$ cat src/rtl/fir_in_sample_loader.sv
// ============================================================================
// fir_in_sample_loader : packs one Avalon-ST packet of samples into 64-bit
// words and writes them sequentially into the FIR input RAM (port s2).
// Revision: 1.0
// ============================================================================
`default_nettype none

module fir_in_sample_loader #(
  parameter int ADDR_W   = 10,
  parameter int DEPTH    = 1024,
  parameter int SAMPLE_W = 16,
  parameter int LANES    = 4,
  localparam int WORD_W  = SAMPLE_W * LANES,
  localparam int BE_W    = WORD_W / 8,
  localparam int WC_W    = $clog2(DEPTH + 1),
  localparam int SC_W    = $clog2(DEPTH * LANES + 1)
) (
  input  logic                clk,
  input  logic                reset_n,
  input  logic                arm,
  input  logic [SAMPLE_W-1:0] snk_data,
  input  logic                snk_valid,
  input  logic                snk_startofpacket,
  input  logic                snk_endofpacket,
  output logic                snk_ready,
  output logic [ADDR_W-1:0]   address2,
  output logic                chipselect2,
  output logic                write2,
  output logic [BE_W-1:0]     byteenable2,
  output logic [WORD_W-1:0]   writedata2,
  output logic                clken2,
  output logic                done,
  output logic                full,
  output logic                sop_err,
  output logic [WC_W-1:0]     word_count,
  output logic [SC_W-1:0]     sample_count
);

  localparam int LANE_W     = $clog2(LANES);
  localparam int LANE_BYTES = SAMPLE_W / 8;

  typedef enum logic [2:0] {
    S_IDLE  = 3'd0,
    S_ARMED = 3'd1,
    S_FILL  = 3'd2,
    S_DRAIN = 3'd3,
    S_DONE  = 3'd4
  } state_t;

  state_t              state, state_nxt;
  logic                accept, store, flush, last_word, clear;
  logic [LANE_W-1:0]   lane;
  logic [WORD_W-1:0]   pack, word_nxt;
  logic [BE_W-1:0]     be_nxt;

  assign snk_ready = (state == S_ARMED) || (state == S_FILL) || (state == S_DRAIN);
  assign accept    = snk_valid & snk_ready;
  assign store     = accept & (((state == S_ARMED) & snk_startofpacket) | (state == S_FILL));
  assign lane      = (state == S_ARMED) ? '0 : sample_count[LANE_W-1:0];
  assign last_word = (word_count == WC_W'(DEPTH - 1));
  assign flush     = store & ((lane == LANE_W'(LANES - 1)) | snk_endofpacket);
  assign clear     = arm & ((state == S_IDLE) | (state == S_DONE));
  assign clken2    = 1'b1;
  assign done      = (state == S_DONE);

  // Lanes above the current one are still zero in pack, so a partial word
  // naturally flushes with its unfilled lanes cleared.
  for (genvar l = 0; l < LANES; l++) begin : g_lane
    assign word_nxt[l*SAMPLE_W +: SAMPLE_W] =
        (LANE_W'(l) == lane) ? snk_data : pack[l*SAMPLE_W +: SAMPLE_W];
    assign be_nxt[l*LANE_BYTES +: LANE_BYTES] = {LANE_BYTES{LANE_W'(l) <= lane}};
  end

  always_ff @(posedge clk or negedge reset_n) begin
    if (!reset_n) state <= S_IDLE;
    else          state <= state_nxt;
  end

  always_comb begin
    state_nxt = state;
    case (state)
      S_IDLE, S_DONE: if (arm) state_nxt = S_ARMED;
      S_ARMED, S_FILL: begin
        if (store) begin
          if (snk_endofpacket)       state_nxt = S_DONE;
          else if (flush & last_word) state_nxt = S_DRAIN;
          else                        state_nxt = S_FILL;
        end
      end
      S_DRAIN: if (accept & snk_endofpacket) state_nxt = S_DONE;
      default: state_nxt = S_IDLE;
    endcase
  end

  always_ff @(posedge clk or negedge reset_n) begin
    if (!reset_n) begin
      address2     <= '0;
      chipselect2  <= 1'b0;
      write2       <= 1'b0;
      byteenable2  <= '0;
      writedata2   <= '0;
      full         <= 1'b0;
      sop_err      <= 1'b0;
      word_count   <= '0;
      sample_count <= '0;
      pack         <= '0;
    end else begin
      chipselect2 <= flush;
      write2      <= flush;
      if (clear) begin
        full         <= 1'b0;
        sop_err      <= 1'b0;
        word_count   <= '0;
        sample_count <= '0;
        pack         <= '0;
      end else begin
        if (store) begin
          sample_count <= sample_count + 1'b1;
          pack         <= flush ? '0 : word_nxt;
          if ((state == S_FILL) && snk_startofpacket) sop_err <= 1'b1;
        end
        if (flush) begin
          address2    <= word_count[ADDR_W-1:0];
          writedata2  <= word_nxt;
          byteenable2 <= be_nxt;
          if (word_count != WC_W'(DEPTH)) word_count <= word_count + 1'b1;
          if (last_word) full <= 1'b1;
        end
      end
    end
  end

endmodule

`default_nettype wire

$ cat config.mk
export PLATFORM = sky130hd
export DESIGN_NAME = fir_in_sample_loader
export DESIGN_NICKNAME = d
export VERILOG_FILES = /design/src/rtl/fir_in_sample_loader.sv
export SDC_FILE = /design/constraint.sdc
export NUM_CORES = 1
export LEC_CHECK = 0
export BUFFER_PORTS_ARGS = -buffer_cell sky130_fd_sc_hd__buf_2
export CORE_MARGIN = 3
export CORE_UTILIZATION = 40
export CTS_CLUSTER_SIZE = 24
export DETAILED_ROUTE_END_ITERATION = 10
export GPL_ROUTABILITY_DRIVEN = 0
export PLACE_DENSITY = 0.63
export SYNTH_ARGS = -nofsm -noshare
export SYNTH_HDL_FRONTEND = slang
export SYNTH_SLANG_ARGS = --single-unit
$ cat constraint.sdc
create_clock -name clk -period 1.95 [get_ports clk]
set_input_delay 0.39 -clock clk [delete_from_list [all_inputs] [get_ports clk]]
set_output_delay 0.39 -clock clk [all_outputs]
set_load 0.005 [all_outputs]
==> impl_metrics.csv <==
group,metric,value,unit
sta,tns,0,ps
synthesis,synth_common_cells,"dfrtp_1 (172), o21ai_0 (134), mux2i_1 (70)",
setup_path,crit_fanout,18,
synthesis,yosysMostFrequentCell,"dfrtp_1",
global_route,track_usage,20.4,%
placement,placedInstanceArea,0.00877,mm2
placement,dp_slack,-64.4,ps
sta,worst_slew_pin_slew,705,ps
cells_and_area,multiInputGateArea,0.00307,mm2
synthesis,async_flop_share,100,%
sta,slew_headroom,53.0,%
sta,max_freq,537,MHz
cells_and_area,fin_util,50.2,%
synthesis,yosysTopAreaCell,"dfrtp_1",
sta,min_period_over_period,95.6,%
sta,hold_violations,0,
hold_path,worstHoldPathType,"input pin to async pin",
route,routed_wl,21.0,mm
sta,period_needed,1860,ps
placement,placed_cells,1039,
synthesis,syn_area,0.00772,mm2
die,num_rows,50,
synthesis,synth-compound-area-share,19.1,%
pwr,ir_worst_vdd,0.668,mV
synthesis,ys_warn_count,0,
die,core-area,0.0188,mm2
cells_and_area,fin_nets,826,
cts,hold_buffers,0,
pwr,power.total,11.7,mW
route,wire_per_inst,19.5,um
die,io_pins,135,
cts,clkLatencyLatePin,420,ps
route,drtIter0Drc,456,
cells_and_area,fillCellCount,1735,
route,vias_per_cell,5.63,
flow_run,maxCapViolations,0,
cells_and_area,drive_gt1_share,28.9,%
run_status,outcome,"finished, final reports clean",
sta,rsz0062_at_grt,"no",
route,postRouteAntennaNets,0,
synthesis,ys_seq_area_share,55.8,%
synthesis,syn_inst,670,
pwr,leakage,4.53,nW
global_route,gr-total-overflow,0,
global_route,global_route.usage.met2,32.3,%
pwr,power.density,1240,mW/mm2
global_route,first_global_vias,6089,
setup_path,cp_slowest_stage_delay,430,ps
placement,port_buffers,133,
die,die-height,145,um
synthesis,ys.flop_type,"dfrtp_1",
global_route,grt_max_degree,124,
cells_and_area,antenna_cells,0,
synthesis,yosys.area_share.adder,0.486,%
setup_path,cp_cell_sequence,"or3b_4 > a21o_4 > nand2_4 > buf_12 > mux2_2",
sta,setup_viol,0,
die,start_util,41.0,%
placement,dpl.hpwl,13.9,mm
cts,cts_sinks,172,
setup_path,arrival,2160,ps
cells_and_area,ff_latch_area,0.00431,mm2
synthesis,synthSimpleGateAreaFrac,8.51,%
route,drc,0,
cts,clk_pin_slew,70,ps
synthesis,ys_ff_latch,172,
setup_path,worstSetupPathType,"register to register",
synthesis,synth_edf_count,0,
setup_path,endpoint_kind,"register",
sta,clock_skew,10.1,ps
global_route,grt_use_met3,5.26,%
synthesis,syn_avg_cell_area,11.5,um2
sta,worst_slack,86.4,ps
global_route,antenna_found_initial,0,
setup_path,cp.required,2250,ps
synthesis,synth_top_family_by_area,"compound AO/OA/AOI/OAI gates",
cells_and_area,syn_to_final_growth,22.5,%
route,first_pass_iters,5,
synthesis,synth_xor_xnor_area_share,0.454,%
die,dieArea,0.0210,mm2
die,die_w,145,um
global_route,grt_pass1_wl,33.7,mm
global_route,use_met1,27.4,%
setup_path,startpoint_type,"register",
cells_and_area,final_area,0.00946,mm2
cts,clockBufferDepth,2,
synthesis,yosysUniqueCellTypes,58,
synthesis,syn_nets,695,
route,vias,6044,
global_route,grt.busiest_layer,"met2",
synthesis,netlist.area_leader.share,55.8,%
setup_path,slowest_stage,"or3b_4",
cts,ctsRootBufferMaster,"clkbuf_16",
sta,worst_hold_slack,23.4,ps
synthesis,synth_area_leaders,"dfrtp_1 (56%), mux2i_1 (9.1%), o21ai_0 (8.7%), a22o_1 (5.4%), and3_1 (1.5%)",
cts,numCtsBuffers,17,
cells_and_area,layout.cells.non_filler,1074,
cts,cts_tree,"yes",
sta,slew_viol_final,0,
synthesis,muxShareOfSynthArea,10.8,%
cts,cts.htree.levels,4,
==> layer usage <==
metal / vias up / share of wire, %
met3: 36 / 5.3
met5: - / 0
met1: 3087 / 45
met4: 0 / 2.1
li1: 2735 / -
met2: 186 / 48
==> cells in the final DEF (no fill, tap or decap), types with 3 or more instances in the layout <==
| master | count |
|---|---|
| nand3_1 | 11 |
| and4_1 | 3 |
| buf_4 | 29 |
| buf_2 | 132 |
| or4_1 | 7 |
| clkbuf_8 | 3 |
| o211ai_1 | 4 |
| ha_1 | 3 |
| nand2_1 | 19 |
| o311ai_1 | 4 |
| a22o_1 | 48 |
| mux2_2 | 9 |
| xnor2_1 | 3 |
| mux2i_1 | 70 |
| buf_12 | 9 |
| o311ai_0 | 5 |
| nor2_1 | 7 |
| o31ai_1 | 9 |
| and2_1 | 3 |
| inv_1 | 7 |
| nand4_1 | 9 |
| nor3_1 | 3 |
| o21ai_0 | 134 |
| nor3b_2 | 3 |
| o21ai_1 | 3 |
| and3_1 | 16 |
| dfrtp_1 | 171 |
| nor4_1 | 3 |
| clkbuf_16 | 17 |
| a21oi_1 | 6 |
| a21o_1 | 3 |
| or3_1 | 4 |
| inv_6 | 5 |
| nand2b_1 | 9 |
==> power breakdown <==
part           internal (mW)  switching [mW]  leakage (nW)
Sequential              4.18           0.393          2.36
Clock                   2.03            1.48         0.300
Combinational           1.57            2.04          1.87
==> worst max-delay path, delay by kind of cell (launching register included) <==
family	cells	cell delay [ps]
and+or+nand+nor	2	560
DFF	1	420
muxes	1	340
AOI/OAI and AO/OA	1	260
buffers and inverters	1	160
==> registers in the layout (all words and copies together), names as in the netlist <==
register	count
address2	10
byteenable2	4
full	1
pack	64
sample_count	13
sop_err	1
state	3
word_count	11
write2	1
writedata2	64
==> logic make-up after synthesis <==
| family | after synthesis |
|---|---|
| AND/OR/NAND/NOR | 110 |
| multiplexers | 81 |
| adder cells (fa/ha/maj) | 3 |
| flip-flops | 172 |
| buffers and inverters | 69 |
| XOR/XNOR | 4 |
| other | 1 |
| AO/OA/AOI/OAI | 230 |
==> worst paths after layout <==
path / from / end / slack [ps] / depth (start not counted)
setup / recovery: state[1] / address2[6] / 90 / 5
hold / removal: reset_n / writedata2[18] / 20 / 2
setup reg to reg: state[1] / address2[6] / 90 / 5
hold reg to reg: byteenable2[1] / byteenable2[1] / 490 / 1
max in group asynchronous: reset_n / address2[7] / 1380 / 2
min in group clk: snk_data[15] / pack[47] / 310 / 2
==> final cells by class <==
type / instances / area share, %
well taps: 260 / 3.44
clock buffers: 21 / 4.98
inverters: 8 / 0.344
repair buffers: 173 / 11.7
flip-flops and latches: 172 / 45.5
clock inverters: 11 / 1.51
multi-input cells: 429 / 32.5
==> what timing repair did <==
item / CTS / global route
gates resized for setup: 2 / 9
cloned: 0 / 0
pin swaps: 1 / 1
endpoints found under the setup margin: 32 / 96
setup buffers: 1 / 2
No activity file was read; power rests on OpenSTA's default activity.
